**src/rtl/uno_pkg.sv**
```systemverilog
// uno_pkg: shared definitions for the uno sequencer slice.
//   - uno_op_t     : PE operation encoding (MAC/div/exp/log)
//   - uno_state_t  : sequencer FSM states (also exported on the debug port)
//   - POINT        : fixed-point 4.8 value used as the div scale/offset term
//   - *_COEFF      : per-op polynomial coefficients, 4.8 fixed point,
//                    index i is the coefficient of x^i
//   - coeff_lookup : (op, index) -> raw coefficient, 0 for MAC
package uno_pkg;

    typedef enum logic [1:0] {
        UNO_MAC = 2'b00,
        UNO_DIV = 2'b01,
        UNO_EXP = 2'b10,
        UNO_LOG = 2'b11
    } uno_op_t;

    typedef enum logic [2:0] {
        ST_IDLE    = 3'd0,
        ST_MAC_RUN = 3'd1,
        ST_POLY    = 3'd2,
        ST_SCALE   = 3'd3,
        ST_DRAIN   = 3'd4,
        ST_OUT     = 3'd5
    } uno_state_t;

    localparam int COEFF_W = 12;
    localparam int COEFF_N = 8;
    // Coefficient index width; supports polynomial orders up to COEFF_N-1.
    localparam int IDX_W   = 3;

    typedef logic [COEFF_W-1:0] coeff_t;

    localparam coeff_t POINT = 12'h0C0;

    // 1/(1+x) series with the binary-point offset as the constant term.
    localparam coeff_t DIV_COEFF [COEFF_N] = '{
        POINT,   12'hF00, 12'h100, 12'hF00,
        12'h100, 12'hF00, 12'h100, 12'hF00
    };

    // e^x Taylor terms 1/i!.
    localparam coeff_t EXP_COEFF [COEFF_N] = '{
        12'h100, 12'h100, 12'h080, 12'h02B,
        12'h00B, 12'h002, 12'h000, 12'h000
    };

    // ln(1+x) series terms (-1)^(i+1)/i.
    localparam coeff_t LOG_COEFF [COEFF_N] = '{
        12'h000, 12'h100, 12'hF80, 12'h055,
        12'hFC0, 12'h033, 12'hFD5, 12'h025
    };

    function automatic coeff_t coeff_lookup(input uno_op_t op,
                                            input logic [IDX_W-1:0] idx);
        coeff_t c;
        case (op)
            UNO_DIV: c = DIV_COEFF[idx];
            UNO_EXP: c = EXP_COEFF[idx];
            UNO_LOG: c = LOG_COEFF[idx];
            default: c = '0;
        endcase
        return c;
    endfunction

endpackage

```
**src/rtl/uno_seq_if.sv**
```systemverilog
// uno_seq_if: request and result handshakes of the uno sequencer.
//   master : requester / result consumer (drives in_*, res_ready)
//   slave  : the sequencer (drives in_ready, res_*)
//
// Handshake rule for both channels: a transfer happens on a rising clk edge
// where valid and ready are both high. A source keeps valid and its payload
// stable until that edge; ready may change freely and valid never waits on
// ready combinationally.
interface uno_seq_if #(
    parameter int MAC_BW = 12,
    parameter int CNT_W  = 8
);
    logic                  in_valid;
    logic                  in_ready;
    logic [1:0]            in_op;
    logic [MAC_BW-1:0]     in_x;
    logic [MAC_BW-1:0]     in_y;
    logic [2*MAC_BW-1:0]   in_z;
    logic                  in_last;

    logic                  res_valid;
    logic                  res_ready;
    logic [2*MAC_BW-1:0]   res_data;
    logic [CNT_W-1:0]      res_beats;

    modport master (
        output in_valid, in_op, in_x, in_y, in_z, in_last, res_ready,
        input  in_ready, res_valid, res_data, res_beats
    );

    modport slave (
        input  in_valid, in_op, in_x, in_y, in_z, in_last, res_ready,
        output in_ready, res_valid, res_data, res_beats
    );
endinterface

```
**src/rtl/uno_coeff_rom.sv**
```systemverilog
// uno_coeff_rom: combinational coefficient lookup for the Horner sequence.
//   op    in  operation (MAC returns 0)
//   idx   in  coefficient index (power of x)
//   coeff out coefficient sign-extended to the PE operand width
module uno_coeff_rom
    import uno_pkg::*;
#(
    parameter int MAC_BW = 12
) (
    input  uno_op_t            op,
    input  logic [IDX_W-1:0]   idx,
    output logic [MAC_BW-1:0]  coeff
);
    coeff_t raw;

    always_comb begin
        raw   = coeff_lookup(op, idx);
        // Coefficients are signed 4.8; sign-extend into wider operands.
        coeff = MAC_BW'($signed(raw));
    end
endmodule

```
**src/rtl/uno_seq.sv**
```systemverilog
// uno_seq: control sequencer for the uno processing element.
//   clk, rst_n        clock, asynchronous active-low reset
//   bus (slave)       request handshake in_* and result handshake res_*
//   pe_op/x/y/z/coeff PE operand and op pins, driven cycle by cycle
//   pe_first_cycle    first Horner cycle strobe
//   pe_last_cycle     scale/offset cycle strobe
//   pe_acc_en         PE accumulate enable (0 loads z + x*y)
//   pe_oc             PE accumulator output, registered one cycle in the PE
//   dbg_state         current FSM state
//
// MAC streams beats straight through to the PE in the cycle they are
// accepted; a cycle without a beat drives a zero product with acc_en=1 so
// the accumulator holds. div/exp/log run POLY_ORDER Horner cycles with the
// coefficient of the highest power first, then one scale/offset cycle.
// DRAIN lets the PE register its last update before it is captured.
module uno_seq
    import uno_pkg::*;
#(
    parameter int MAC_BW     = 12,
    parameter int POLY_ORDER = 3,
    parameter int CNT_W      = 8
) (
    input  logic                 clk,
    input  logic                 rst_n,
    uno_seq_if.slave             bus,
    output logic [1:0]           pe_op,
    output logic [MAC_BW-1:0]    pe_x,
    output logic [MAC_BW-1:0]    pe_y,
    output logic [2*MAC_BW-1:0]  pe_z,
    output logic [MAC_BW-1:0]    pe_coeff,
    output logic                 pe_first_cycle,
    output logic                 pe_last_cycle,
    output logic                 pe_acc_en,
    input  logic [2*MAC_BW-1:0]  pe_oc,
    output uno_state_t           dbg_state
);
    localparam logic [IDX_W-1:0] ORDER  = IDX_W'(POLY_ORDER);
    localparam logic [IDX_W-1:0] K_LAST = IDX_W'(POLY_ORDER - 1);
    localparam logic [CNT_W-1:0] CNT_MAX = '1;
    localparam logic [CNT_W-1:0] CNT_ONE = CNT_W'(1);

    uno_state_t           state_q, state_d;
    uno_op_t              in_op;
    uno_op_t              op_q;
    logic [MAC_BW-1:0]    x_q, y_q;
    logic [2*MAC_BW-1:0]  z_q;
    logic [IDX_W-1:0]     k_q;
    logic [CNT_W-1:0]     beats_q;
    logic [2*MAC_BW-1:0]  res_data_q;
    logic [CNT_W-1:0]     res_beats_q;
    logic [IDX_W-1:0]     rom_idx;
    logic [MAC_BW-1:0]    rom_coeff;
    logic                 accept;

    assign in_op     = uno_op_t'(bus.in_op);
    assign dbg_state = state_q;

    uno_coeff_rom #(.MAC_BW(MAC_BW)) u_rom (
        .op    (op_q),
        .idx   (rom_idx),
        .coeff (rom_coeff)
    );

    always_ff @(posedge clk or negedge rst_n) begin
        if (!rst_n) begin
            state_q <= ST_IDLE;
        end else begin
            state_q <= state_d;
        end
    end

    always_comb begin
        state_d        = state_q;
        accept         = 1'b0;
        bus.in_ready   = 1'b0;
        rom_idx        = ORDER - k_q;
        // Zero bubble: MAC op with zero product and acc_en=1 holds the PE.
        pe_op          = UNO_MAC;
        pe_x           = '0;
        pe_y           = '0;
        pe_z           = '0;
        pe_coeff       = '0;
        pe_first_cycle = 1'b0;
        pe_last_cycle  = 1'b0;
        pe_acc_en      = 1'b1;

        case (state_q)
            ST_IDLE: begin
                bus.in_ready = 1'b1;
                if (bus.in_valid) begin
                    accept = 1'b1;
                    if (in_op == UNO_MAC) begin
                        // Beat 0 goes to the PE now and loads the bias.
                        pe_x      = bus.in_x;
                        pe_y      = bus.in_y;
                        pe_z      = bus.in_z;
                        pe_acc_en = 1'b0;
                        state_d   = bus.in_last ? ST_DRAIN : ST_MAC_RUN;
                    end else begin
                        state_d = ST_POLY;
                    end
                end
            end
            ST_MAC_RUN: begin
                bus.in_ready = 1'b1;
                if (bus.in_valid) begin
                    pe_x = bus.in_x;
                    pe_y = bus.in_y;
                    pe_z = z_q;
                    if (bus.in_last) begin
                        state_d = ST_DRAIN;
                    end
                end
            end
            ST_POLY: begin
                pe_op          = op_q;
                pe_x           = x_q;
                pe_y           = y_q;
                pe_z           = z_q;
                pe_coeff       = rom_coeff;
                pe_acc_en      = 1'b0;
                pe_first_cycle = (k_q == '0);
                if (k_q == K_LAST) begin
                    state_d = ST_SCALE;
                end
            end
            ST_SCALE: begin
                rom_idx       = '0;
                pe_op         = op_q;
                pe_x          = x_q;
                pe_y          = y_q;
                pe_z          = z_q;
                pe_coeff      = rom_coeff;
                pe_acc_en     = 1'b0;
                pe_last_cycle = 1'b1;
                state_d       = ST_DRAIN;
            end
            ST_DRAIN: begin
                state_d = ST_OUT;
            end
            ST_OUT: begin
                if (bus.res_ready) begin
                    state_d = ST_IDLE;
                end
            end
            default: begin
                state_d = ST_IDLE;
            end
        endcase

        bus.res_valid = (state_q == ST_OUT);
        bus.res_data  = res_data_q;
        bus.res_beats = res_beats_q;

        // While reset is asserted every output reads 0, including the
        // idle-drive acc_en and in_ready.
        if (!rst_n) begin
            bus.in_ready   = 1'b0;
            bus.res_valid  = 1'b0;
            bus.res_data   = '0;
            bus.res_beats  = '0;
            pe_op          = UNO_MAC;
            pe_x           = '0;
            pe_y           = '0;
            pe_z           = '0;
            pe_coeff       = '0;
            pe_first_cycle = 1'b0;
            pe_last_cycle  = 1'b0;
            pe_acc_en      = 1'b0;
        end
    end

    always_ff @(posedge clk or negedge rst_n) begin
        if (!rst_n) begin
            op_q        <= UNO_MAC;
            x_q         <= '0;
            y_q         <= '0;
            z_q         <= '0;
            k_q         <= '0;
            beats_q     <= '0;
            res_data_q  <= '0;
            res_beats_q <= '0;
        end else begin
            if (accept) begin
                op_q    <= in_op;
                x_q     <= bus.in_x;
                y_q     <= bus.in_y;
                z_q     <= bus.in_z;
                k_q     <= '0;
                beats_q <= CNT_ONE;
            end else if (state_q == ST_MAC_RUN && bus.in_valid) begin
                // Saturating beat count.
                if (beats_q != CNT_MAX) begin
                    beats_q <= beats_q + 1'b1;
                end
            end

            if (state_q == ST_POLY) begin
                k_q <= k_q + 1'b1;
            end

            if (state_q == ST_DRAIN) begin
                res_data_q  <= pe_oc;
                res_beats_q <= (op_q == UNO_MAC) ? beats_q : CNT_ONE;
            end
        end
    end
endmodule

```
**src/flat_wrapper.sv**
```systemverilog
// flat-port wrapper written by rule: the top's interface ports become plain ports
module uno_seq_flat import uno_pkg::*;
#(
    parameter int MAC_BW     = 12,
    parameter int POLY_ORDER = 3,
    parameter int CNT_W      = 8
)
  (clk, rst_n, pe_op, pe_x, pe_y, pe_z, pe_coeff, pe_first_cycle, pe_last_cycle, pe_acc_en, pe_oc, dbg_state, bus_in_valid, bus_in_op, bus_in_x, bus_in_y, bus_in_z, bus_in_last, bus_res_ready, bus_in_ready, bus_res_valid, bus_res_data, bus_res_beats);
  uno_seq_if #(.MAC_BW(MAC_BW), .CNT_W(CNT_W)) bus_i ();
  input  logic clk;
  input  logic rst_n;
  output logic [1:0] pe_op;
  output logic [MAC_BW-1:0] pe_x;
  output logic [MAC_BW-1:0] pe_y;
  output logic [2*MAC_BW-1:0] pe_z;
  output logic [MAC_BW-1:0] pe_coeff;
  output logic pe_first_cycle;
  output logic pe_last_cycle;
  output logic pe_acc_en;
  input  logic [2*MAC_BW-1:0] pe_oc;
  output uno_state_t dbg_state;
  input wire logic [$bits(bus_i.in_valid)-1:0] bus_in_valid;
  input wire logic [$bits(bus_i.in_op)-1:0] bus_in_op;
  input wire logic [$bits(bus_i.in_x)-1:0] bus_in_x;
  input wire logic [$bits(bus_i.in_y)-1:0] bus_in_y;
  input wire logic [$bits(bus_i.in_z)-1:0] bus_in_z;
  input wire logic [$bits(bus_i.in_last)-1:0] bus_in_last;
  input wire logic [$bits(bus_i.res_ready)-1:0] bus_res_ready;
  output wire logic [$bits(bus_i.in_ready)-1:0] bus_in_ready;
  output wire logic [$bits(bus_i.res_valid)-1:0] bus_res_valid;
  output wire logic [$bits(bus_i.res_data)-1:0] bus_res_data;
  output wire logic [$bits(bus_i.res_beats)-1:0] bus_res_beats;
  assign bus_i.in_valid = bus_in_valid;
  assign bus_i.in_op = bus_in_op;
  assign bus_i.in_x = bus_in_x;
  assign bus_i.in_y = bus_in_y;
  assign bus_i.in_z = bus_in_z;
  assign bus_i.in_last = bus_in_last;
  assign bus_i.res_ready = bus_res_ready;
  assign bus_in_ready = bus_i.in_ready;
  assign bus_res_valid = bus_i.res_valid;
  assign bus_res_data = bus_i.res_data;
  assign bus_res_beats = bus_i.res_beats;
  uno_seq #(.MAC_BW(MAC_BW), .POLY_ORDER(POLY_ORDER), .CNT_W(CNT_W)) u_core (.clk(clk), .rst_n(rst_n), .bus(bus_i), .pe_op(pe_op), .pe_x(pe_x), .pe_y(pe_y), .pe_z(pe_z), .pe_coeff(pe_coeff), .pe_first_cycle(pe_first_cycle), .pe_last_cycle(pe_last_cycle), .pe_acc_en(pe_acc_en), .pe_oc(pe_oc), .dbg_state(dbg_state));
endmodule
```
**config.mk**
```make
export PLATFORM = sky130hd
export DESIGN_NAME = uno_seq_flat
export DESIGN_NICKNAME = d
export VERILOG_FILES = /design/src/rtl/uno_pkg.sv /design/src/rtl/uno_seq_if.sv /design/src/rtl/uno_coeff_rom.sv /design/src/rtl/uno_seq.sv /design/src/flat_wrapper.sv
export SDC_FILE = /design/constraint.sdc
export NUM_CORES = 1
export LEC_CHECK = 0
export BUFFER_PORTS_ARGS = -buffer_cell sky130_fd_sc_hd__buf_2
export CORE_UTILIZATION = 47
export CTS_BUF_LIST = sky130_fd_sc_hd__clkbuf_8
export DETAILED_ROUTE_END_ITERATION = 12
export GPL_ROUTABILITY_DRIVEN = 1
export GPL_TIMING_DRIVEN = 0
export PLACE_DENSITY = 0.75
export SLEW_MARGIN = 10
export SYNTH_ARGS = -nofsm -noshare
export SYNTH_HDL_FRONTEND = slang
export SYNTH_SLANG_ARGS = --single-unit
```
**constraint.sdc**
```tcl
create_clock -name clk -period 1.8 [get_ports clk]
set_input_delay 0.18 -clock clk [delete_from_list [all_inputs] [get_ports clk]]
set_output_delay 0.18 -clock clk [all_outputs]
set_load 0.01 [all_outputs]
```
* Word level (Yosys, flattened, before mapping)
Memories as Yosys holds them, arrays and structs flattened.
Cells that the tools add are included.
** Operators by class
- Add/sub/neg operators :: 3
- $lt $le $gt $ge :: 1
- Equal/unequal tests :: 15
- Multiplexer cells :: 56
- Bitwise logic cells :: 1
- Reduce and logical (&&, ||, !) cells :: 12
** Operator list (number)
- 2-to-1 mux 12 bit :: 16
- 2-to-1 mux 24 bit :: 5
- one-hot mux 12 bit (3 select lines) :: 3
- one-hot mux 24 bit (3 select lines) :: 1
- 2-to-1 mux 8 bit :: 5
- 2-to-1 mux 3 bit :: 10
- one-hot mux 3 bit (6 select lines) :: 1
- 2-to-1 mux 1 bit :: 12
- == test 3 x 2 -> 1 bit (second input constant) :: 3
- adder 8 x 1 -> 8 bit (second input constant) :: 1
- != test 2 bit (second input constant) :: 4
- != test 8 bit (second input constant) :: 1
- == test 3 bit (second input constant) :: 2
- zero test 3 bit :: 2
- nonzero test 2 bit :: 3
- AND reduction 5 bit :: 1
- == test 2 bit (second input constant) :: 2
- greater-or-equal comparator 4 bit (second input constant) :: 1
- zero test 2 bit :: 2
- 2-to-1 mux 2 bit :: 2
- NOT 3 -> 4 bit :: 1
- OR reduction 2 bit :: 2
- adder 3 x 1 -> 3 bit (second input constant) :: 1
- == test 3 x 1 -> 1 bit (second input constant) :: 1
- other kinds (6) :: 6
** Storage, ports and cells
- Flip-flop bits (word level) :: 96
- Memory bits (read-only) :: 288
- Input bits :: 79
- Output and inout bits :: 102
- Word-level logic and storage cells :: 100
- Memories :: 3
** Memory list
- (name not given) :: depth 8, bits a word 12, read ports 1, clocked after memory_dff 0, wr ports 0, RTL line uno_pkg.sv:59 : UNO_LOG: c = LOG_COEFF[idx];
- (name not given) :: depth 8, bits a word 12, read ports 1, clocked after memory_dff 0, wr ports 0, RTL line uno_pkg.sv:58 : UNO_EXP: c = EXP_COEFF[idx];
- (name not given) :: depth 8, bits a word 12, read ports 1, clocked after memory_dff 0, wr ports 0, RTL line uno_pkg.sv:57 : UNO_DIV: c = DIV_COEFF[idx];

* Logic depth before layout (Yosys ltp)
Gate-level depths: netlist of run 1.
- Word-level depth :: 9
- Mapped depth :: 8
- Gate-level depth less buffers :: 7

* Cells and area by module
Synthesis of run 1 repeated with hierarchy kept, for this count alone.
** Unflattened totals
- Cells, all modules :: 567
- Area total of the unflattened synthesis :: 5266.3 µm²
** Modules (own cells, without submodules)
- uno_seq :: instances 1, cells an instance 519, area an instance 4953.5 µm²
- uno_coeff_rom :: instances 1, cells an instance 48, area an instance 312.8 µm²

* Worst setup path after synthesis of run 1
Ideal clock, no wire load.
- Path kind :: flip-flop to output port
- Start :: reg u_core.state_q[1], in the netlist u_core.dbg_state[1]
- End :: out pe_coeff[8]
- Data arrival time :: 1942 ps
- Data required time :: 1620 ps
- Setup slack :: -322 ps
- Cell stages (with the launch flop) :: 7
- Path buffers :: 1
- Cell sequence :: dfrtp_1 > buf_6 > and3b_1 > nor2_1 > ha_1 > a2111o_1 > a311oi_1
** Between the ends
- Cells in the longest elaborated chain, start to end :: 9
** RTL lines
- start, declared :: RTL line uno_seq.sv:42 : uno_state_t state_q, state_d;
- start signal, assigned :: RTL line uno_seq.sv:68 : state_q <= state_d;
- == test 3 x 2 -> 1 bit :: RTL line uno_seq.sv:87 : case (state_q)
- 2-to-1 mux 3 bit :: RTL line uno_seq.sv:87
- NOT 3 -> 4 bit (implied by the code) :: RTL line uno_pkg.sv:57, uno_pkg.sv:58, uno_pkg.sv:59
- memory (8 x 12 bit), on equally long branches
- 2-to-1 mux 12 bit, on equally long branches (2 in a row) :: RTL line uno_pkg.sv:59, uno_pkg.sv:57, uno_pkg.sv:58
- one-hot mux 12 bit (3 select lines) :: RTL line uno_pkg.sv:56 : case (op)
- 2-to-1 mux 12 bit * :: RTL line uno_seq.sv:87
- 2-to-1 mux 12 bit * :: RTL line uno_seq.sv:157 : if (!rst_n) begin
- end, declared :: RTL line flat_wrapper.sv:16 : output logic [MAC_BW-1:0] pe_coeff;
Every way passes the cells marked *; elsewhere a longest branch is shown, timed or not. The select of a mux whose other input is x is not followed.

* Final worst setup path of run 1
- Start :: reg u_core.state_q[2], in the netlist u_core.dbg_state[2]
- End :: out pe_coeff[8]
The elaborated chain is that of the path after synthesis.

==> impl_results.md, run 1 <==
- Die width: ~110 um
- Row count: 38
- Synth top area cells: dfrtp_1 45%, nand2_1 18%, a22oi_2 4.7%
- Clock transition at path regs: 0.09 ns
- Violated checks: negative setup slack
- Number of buffers created by CTS: 9
- R2r worst-path depth: 9
- Distinct cells, synth: 53
- Kind of critical path: reg -> out
- Worst EP required: ~1.6 ns
- Final min period: 2.529 ns
- P per Cell Area: approximately 1400 mW/mm2
- Commonest non-fill, non-tap cell in the layout: nand2_1
- Achievable Freq: roughly 0.40 GHz
- Worst setup EP type: output pin
- Drt pass-1 iters: 5
- Worst r2r src: u_core.dbg_state[2]
- Antenna cells: 0
- CTS sink cnt: 96
- Worst hold stages: 3
- Worst reg-to-reg setup slack: -0.23 ns
- Root Buffer: clkbuf_8
- Multi-input gate area: 0.003119 mm2
- Sw frac: 0.4234
- Ys flop type: dfrtp_1
- Die area: around 0.012 mm2
- Layout cell share with drive strength beyond 1: 0.4546
- WHS: 0.02031 ns
- Flop pwr share: 0.338
- Syn Nets: approximately 740
- Post-Syn Area per Cell: just over 8 um2
- Least-Margin Pin Slew: 0.7511 ns
- Worst Hold End: u_core.res_data_q[23]
- Worst Skew: 0.007418 ns
- # setup viols final: approximately 130
- Via density: 5.345
- Slew Limit Fails: 0
- Die height: ~110 um
- RSZ-0062 raised after global routing: true
- Sw power: 4.629 mW
- H-tree levels: 3
- Vias: ~5.6k
- Number of port buffers: 180
- Max-Cap Viols: 0
- Async set-reset flop share out of synthesis: 1.000
- Initial antenna violation count: 0
- Iteration-0 DRC count of the detailed router: just over 400
- Final Util: 0.7337
- Initial Utilization: 0.4872
- Number of enable flip-flop cells after synthesis: 0
- Remaining DRCs: 0
- WL/cell: roughly 16 um
- Combinational Power Share: 0.522
- Slew margin rel.: 0.4993
- Worst vdd ir: 0.7385 mV
- Placer Congestion: about 0.94
- Pint: approximately 6.3 mW
- Reg2reg end: u_core.y_q[4]
- Setup WS post-layout: -0.7289 ns
- Final Cycle Share: 1.405
- Synth area leader: dfrtp_1
- Core region area: between 0.01 and 0.015 mm2
- Fin. Hold Viols: 0
- Hold_sp: pe_oc[23]
- Global-route total usage across every layer: 0.2874
- Clock network power share: 0.140
- GR Overflow Total: 0
- First-pass GRT wire length: between 20000 and 30000 um
- Reg area: 0.002406 mm2
- Detailed placement HPWL: about 11000 um
- Mapped Cells: ~660
- Antenna Nets Post-Route: 0
- Mapped cell area: about 0.0054 mm2
- CP max FO: 5
- Clock Tree Buf Depth: 2
- CP startpoint kind: flop
- Fillcell total: approximately 790
- Number of synthesized register bits: 96
- Most frequent cells in the layout: 252 x nand2_1, 180 x buf_2, 93 x dfrtp_1, 47 x a22oi_2, 40 x nor2_2
- Register area share after synthesis: 0.4489
- Routed WL: roughly 17000 um
- Total power: 10.93 mW
- Static Leak: 4.072 nW
- Clock latency on the worst-skew pair: 0.37 ns
- TritonCTS clock tree: yes
- Status: complete, but fails checks
- Synth-to-Final Area Change: 50.57%
- Dpl ws: -0.7606 ns
- Layout net count: roughly 1000
- Hold Path Class: in -> reg
- Largest net degree at the start of global routing: between 40 and 50
- Vias in the first global route: around 5.5k
- Syn. warnings: 0
- Worst path arrival time: 2.35 ns
- # IOs: between 150 and 200
- Post-synth top area share: 0.4489
==> worst max-delay path, cell delays in order (launching register included) <==
cell and delay [ns]:
dfrtp_2 0.45, buf_6 0.13, nand3b_1 0.23, nand2_4 0.15, ha_4 0.22, a2111o_1 0.40, a311oi_2 0.23, buf_2 0.16
==> timing repair <==
action,4_1_cts,5_1_grt
buffers inserted,33,11
cloned,5,0
hold buffers,22,1
endpoints found under the hold margin,57,56
gates resized for setup,91,69
pin swaps,37,15
setup endpoints to repair,153,181
==> cell families (layout without fill, tap and decap cells) <==
kind of cell,Yosys count,after routing,share of synthesized area
and+or+nand+nor,397,397,0.3290
DFF,96,96,0.4489
xor gates and xnor gates,4,4,0.006546
muxes,4,4,0.007716
adders and majority gates,9,9,0.02104
buffers and inverters,57,317,0.05027
AOI/OAI and AO/OA,88,88,0.1365
==> power groups by stage <==
stage | combinational [mW] | sequential, mW | clock, mW
floorplan | 3.04 | 3.55 | 0
global placement | 4.03 | 3.63 | 0
detailed placement | 4.24 | 3.69 | 0
CTS | 5.23 | 3.66 | 1.57
global route | 6.23 | 3.80 | 1.65
finish | 5.71 | 3.69 | 1.53
==> cells in the mapped netlist (4+ instances only) <==
master / n
buf_2: 8
o21ai_0: 6
nand2_1: 256
a22oi_1: 28
nor2_1: 41
nand2b_1: 4
nor3_1: 9
nor2_2: 20
a21oi_1: 13
and2_1: 33
xnor2_1: 4
clkbuf_1: 29
inv_1: 9
dfrtp_1: 96
nand3_1: 13
a22oi_2: 20
ha_1: 9
buf_6: 4
buf_4: 4
==> routing by layer <==
metal | up-vias | share of wire | global-route usage
li1 | 2670 | - | -
met1 | 2653 | 0.41 | 0.3509
met2 | 276 | 0.49 | 0.5054
met3 | 40 | 0.076 | 0.05977
met4 | 0 | 0.020 | 0.09266
met5 | - | 0 | 0
==> stage by stage <==
stage	setup TNS (ns)	std cells	cell area, um2
2_1_floorplan	-4.858	655	5553
3_3_place_gp	-180.02	975	6629
3_5_place_dp	-47.29	976	6659
4_1_cts	-44.44	1049	7890
5_1_grt	-64.74	1055	8058
6_report	-56.54	1055	8058
==> sequential cells by signal, indices dropped and copies added, names as in the netlist <==
signal / flops
u_core.beats_q: 8
u_core.dbg_state: 3
u_core.k_q: 3
u_core.op_q: 2
u_core.res_beats_q: 8
u_core.res_data_q: 24
u_core.x_q: 12
u_core.y_q: 12
u_core.z_q: 24
==> final cells by class <==
type                       count  area share
buffer                        44     0.04643
tap                          140     0.02174
clock buffer                  12     0.02050
sequential                    96      0.2986
clock inverter                 4    0.006366
timing repair buffer         248      0.2140
inverter                       9    0.005280
multi-input combinational    502      0.3871
==> worst max-delay path by stage <==
stage                              startpoint           end  slack (ns)  cells past startpoint
final                     u_core.dbg_state[2]   pe_coeff[8]       -0.73                      7
after CTS                 u_core.dbg_state[1]   pe_coeff[8]       -0.68                      7
after global routing      u_core.dbg_state[2]   pe_coeff[8]       -0.85                      7
after global placement                  rst_n      pe_z[18]       -1.71                      6
after floorplan           u_core.dbg_state[1]   pe_coeff[8]       -0.17                      6
after detailed placement                rst_n  bus_in_ready       -0.76                      7
Power figures use the tool's default switching activity.
==> run 2, diff against run 1 <==
- CORE_ASPECT_RATIO: unset -> 0.8
- SKIP_CTS_REPAIR_TIMING: unset -> 1
==> run 2 against run 1 <==
The run ends with negative hold slack, negative setup slack left. Clock-buffer cell count shrank 2. Critical path depth is the same. Routed wire length shrank 2.6%. Sequential share of layout area grew 0.12 points. Worst hold slack lost 0.027 ns. Combinational power shrank 3%. Critical path type unchanged. Critical endpoint unchanged. Largest cell class unchanged.
==> impl_results.md, run 2 (synthesis gave the netlist of run 1 again) <==
- RSZ-0062 raised after global routing: true
- Final Util: 0.7308 (-0.002804)
- Clock latency on the worst-skew pair: 0.38 ns (about the same)
- Violated checks: negative hold slack, negative setup slack
- Drt pass-1 iters: 5 (unchanged)
- Final min period: 2.589 ns (+0.06020 ns)
- Achievable Freq: 0.3862 GHz (-2.3%)
- Row count: 34 (-11%)
- DP Area: 0.006664 mm2 (about the same)
- Final Cycle Share: 1.438 (+0.03344)
- Initial antenna violation count: 0 (unchanged)
- Antenna cells: 0 (unchanged)
- Worst vdd ir: 0.5980 mV (-19%)
- Clock transition at path regs: 0.10 ns (about the same)
- Root Buffer: clkbuf_8
- CP max FO: 7 (+2)
- Placer Congestion: 0.8821 (-6.4%)
- Clock Tree Buf Depth: 2 (unchanged)
- Antenna Nets Post-Route: 0 (unchanged)
- CP startpoint kind: flop
- Slew margin rel.: 0.4728 (-0.02652)
- Synth-to-Final Area Change: 49.89%
- Status: complete, but fails checks
- # placed instances: 980 (+0.41%)
- Total power: 10.64 mW (-2.6%)
- Setup WS post-layout: -0.7891 ns (-0.06020 ns)
- Routed WL: 16590 um (-2.6%)
- Initial Utilization: 0.4876 (about the same)
- Worst Skew: 0.008812 ns (+0.001394 ns)
- Vias: 5590 (-0.87%)
- Met3 Resource Use GR: 0.05986 (+0.00008629)
- Largest net degree at the start of global routing: 62 (+51%)
- Layout cell share with drive strength beyond 1: 0.4662 (+0.01159)
- Commonest non-fill, non-tap cell in the layout: nand2_1
- Remaining DRCs: 0 (unchanged)
- Die height: 97.44 um (-10%)
- Busiest layer in global routing: met2
- Max-Cap Viols: 0 (unchanged)
- Hold Path Class: in -> reg
- Fin cells: 1062 (+0.66%)
- Worst reg-to-reg setup slack: -0.21 ns (+0.02 ns)
- Clock network power share: 0.130 (-0.010)
- Sw frac: 0.4299 (+0.006536)
- CTS sink cnt: 96 (unchanged)
- Least-Margin Pin Slew: 0.7892 ns (+0.03807 ns)
- Slew Limit Fails: 0 (unchanged)
- Kind of critical path: reg -> out
- Core region area: 0.01098 mm2 (about the same)
- # IOs: 181 (unchanged)
- Iteration-0 DRC count of the detailed router: 293 (-29%)
- Sw power: 4.576 mW (-1.1%)
- P per Cell Area: 1327 mW/mm2 (-2.2%)
- WHS: -0.006343 ns (-0.02665 ns)
- Pint: 6.067 mW (-3.8%)
- Largest regs: u_core.res_data_q (24), u_core.z_q (24)
- Worst setup EP type: output pin
- Fin. Hold Viols: 3 (+3)
- Flop pwr share: 0.347 (+0.009)
- WL/cell: 15.62 um (-3.3%)
- H-tree levels: 3 (unchanged)
- Worst EP required: 1.62 ns (about the same)
- Routing usage on met2: 0.4314 (-0.07404)
- GR Overflow Total: 0 (unchanged)
- Die area: 0.01182 mm2 (about the same)
- Final Instance Area: 0.008021 mm2 (-0.45%)
- Most frequent cells in the layout: 252 x nand2_1, 186 x buf_2, 94 x dfrtp_1, 48 x a22oi_2, 45 x nor2_2
- Number of buffers created by CTS: 9 (unchanged)
- Static Leak: 4.061 nW (-0.27%)
- M1 GR Usage: 0.3328 (-0.01810)
- Number of port buffers: 180 (unchanged)
- Detailed placement HPWL: 10880 um (+0.61%)
- Via density: 5.264 (-1.5%)
- Setup TNS: -39.27 ns (+17.27 ns)
- Global-route total usage across every layer: 0.2590 (-0.02848)
- TritonCTS clock tree: yes
- Combinational Power Share: 0.523 (about the same)
- Vias in the first global route: 5183 (-6.5%)
- Worst path arrival time: 2.41 ns (+0.06 ns)
- Layout net count: 1001 (+0.30%)
- First-pass GRT wire length: 24320 um (-8.4%)
- Dpl ws: -0.6816 ns (+0.07906 ns)
- Die width: 121.3 um (+12%)
- # setup viols final: 75 (-42%)
## run 2: cell count changes in the layout (fill, tap and decap cells not counted), sizes merged
cell         previous run  this run
inv                     8        11
dlygate4sd3            19        16
buf                   252       254
clkbuf                 32        35
bufinv                  1         0
bufbuf                  1         0
## run 2: routing by layer
layer / part of all wire / vias up
met5: 0 / -
met4: 0.015 / 0
met3: 0.053 / 26
met2: 0.51 / 192
met1: 0.42 / 2698
li1: - / 2674
## run 2: path summary, 6_finish.rpt
check / startpoint / to / cells after the start
setup / recovery: u_core.dbg_state[2] / pe_coeff[8] / 7
hold / removal: pe_oc[3] / u_core.res_data_q[3] / 3
setup reg to reg: u_core.dbg_state[1] / u_core.dbg_state[2] / 5
hold reg to reg: u_core.res_beats_q[6] / u_core.res_beats_q[6] / 2
max in group asynchronous: rst_n / u_core.res_data_q[1] / 4
min in group asynchronous: rst_n / u_core.z_q[22] / 5
## run 2: power groups by stage
stage	Clock [mW]	Sequential, mW	Combinational (mW)
floorplan	0	3.55	3.04
global placement	0	3.63	4.03
detailed placement	0	3.69	4.20
CTS	1.42	3.65	4.22
global route	1.51	3.79	6.10
finish	1.39	3.69	5.56
## run 2: critical path, stage by stage, from the launching register on
cell and delay, ns:
dfrtp_2 0.46, buf_6 0.15, nand3b_1 0.20, nand2_2 0.14, ha_4 0.21, a2111o_1 0.38
a311oi_2 0.31, buf_2 0.18
## run 2: final cells by class
type / count / area [um2]
plain buffers: 45 / 366.6
clock buffers: 10 / 137.6
clock inverters: 6 / 52.55
fillers: 793 / 2954
inverters: 9 / 36.28
multi-input cells: 502 / 3105
flip-flops and latches: 96 / 2405
well taps: 144 / 180.2
repair buffers: 250 / 1738
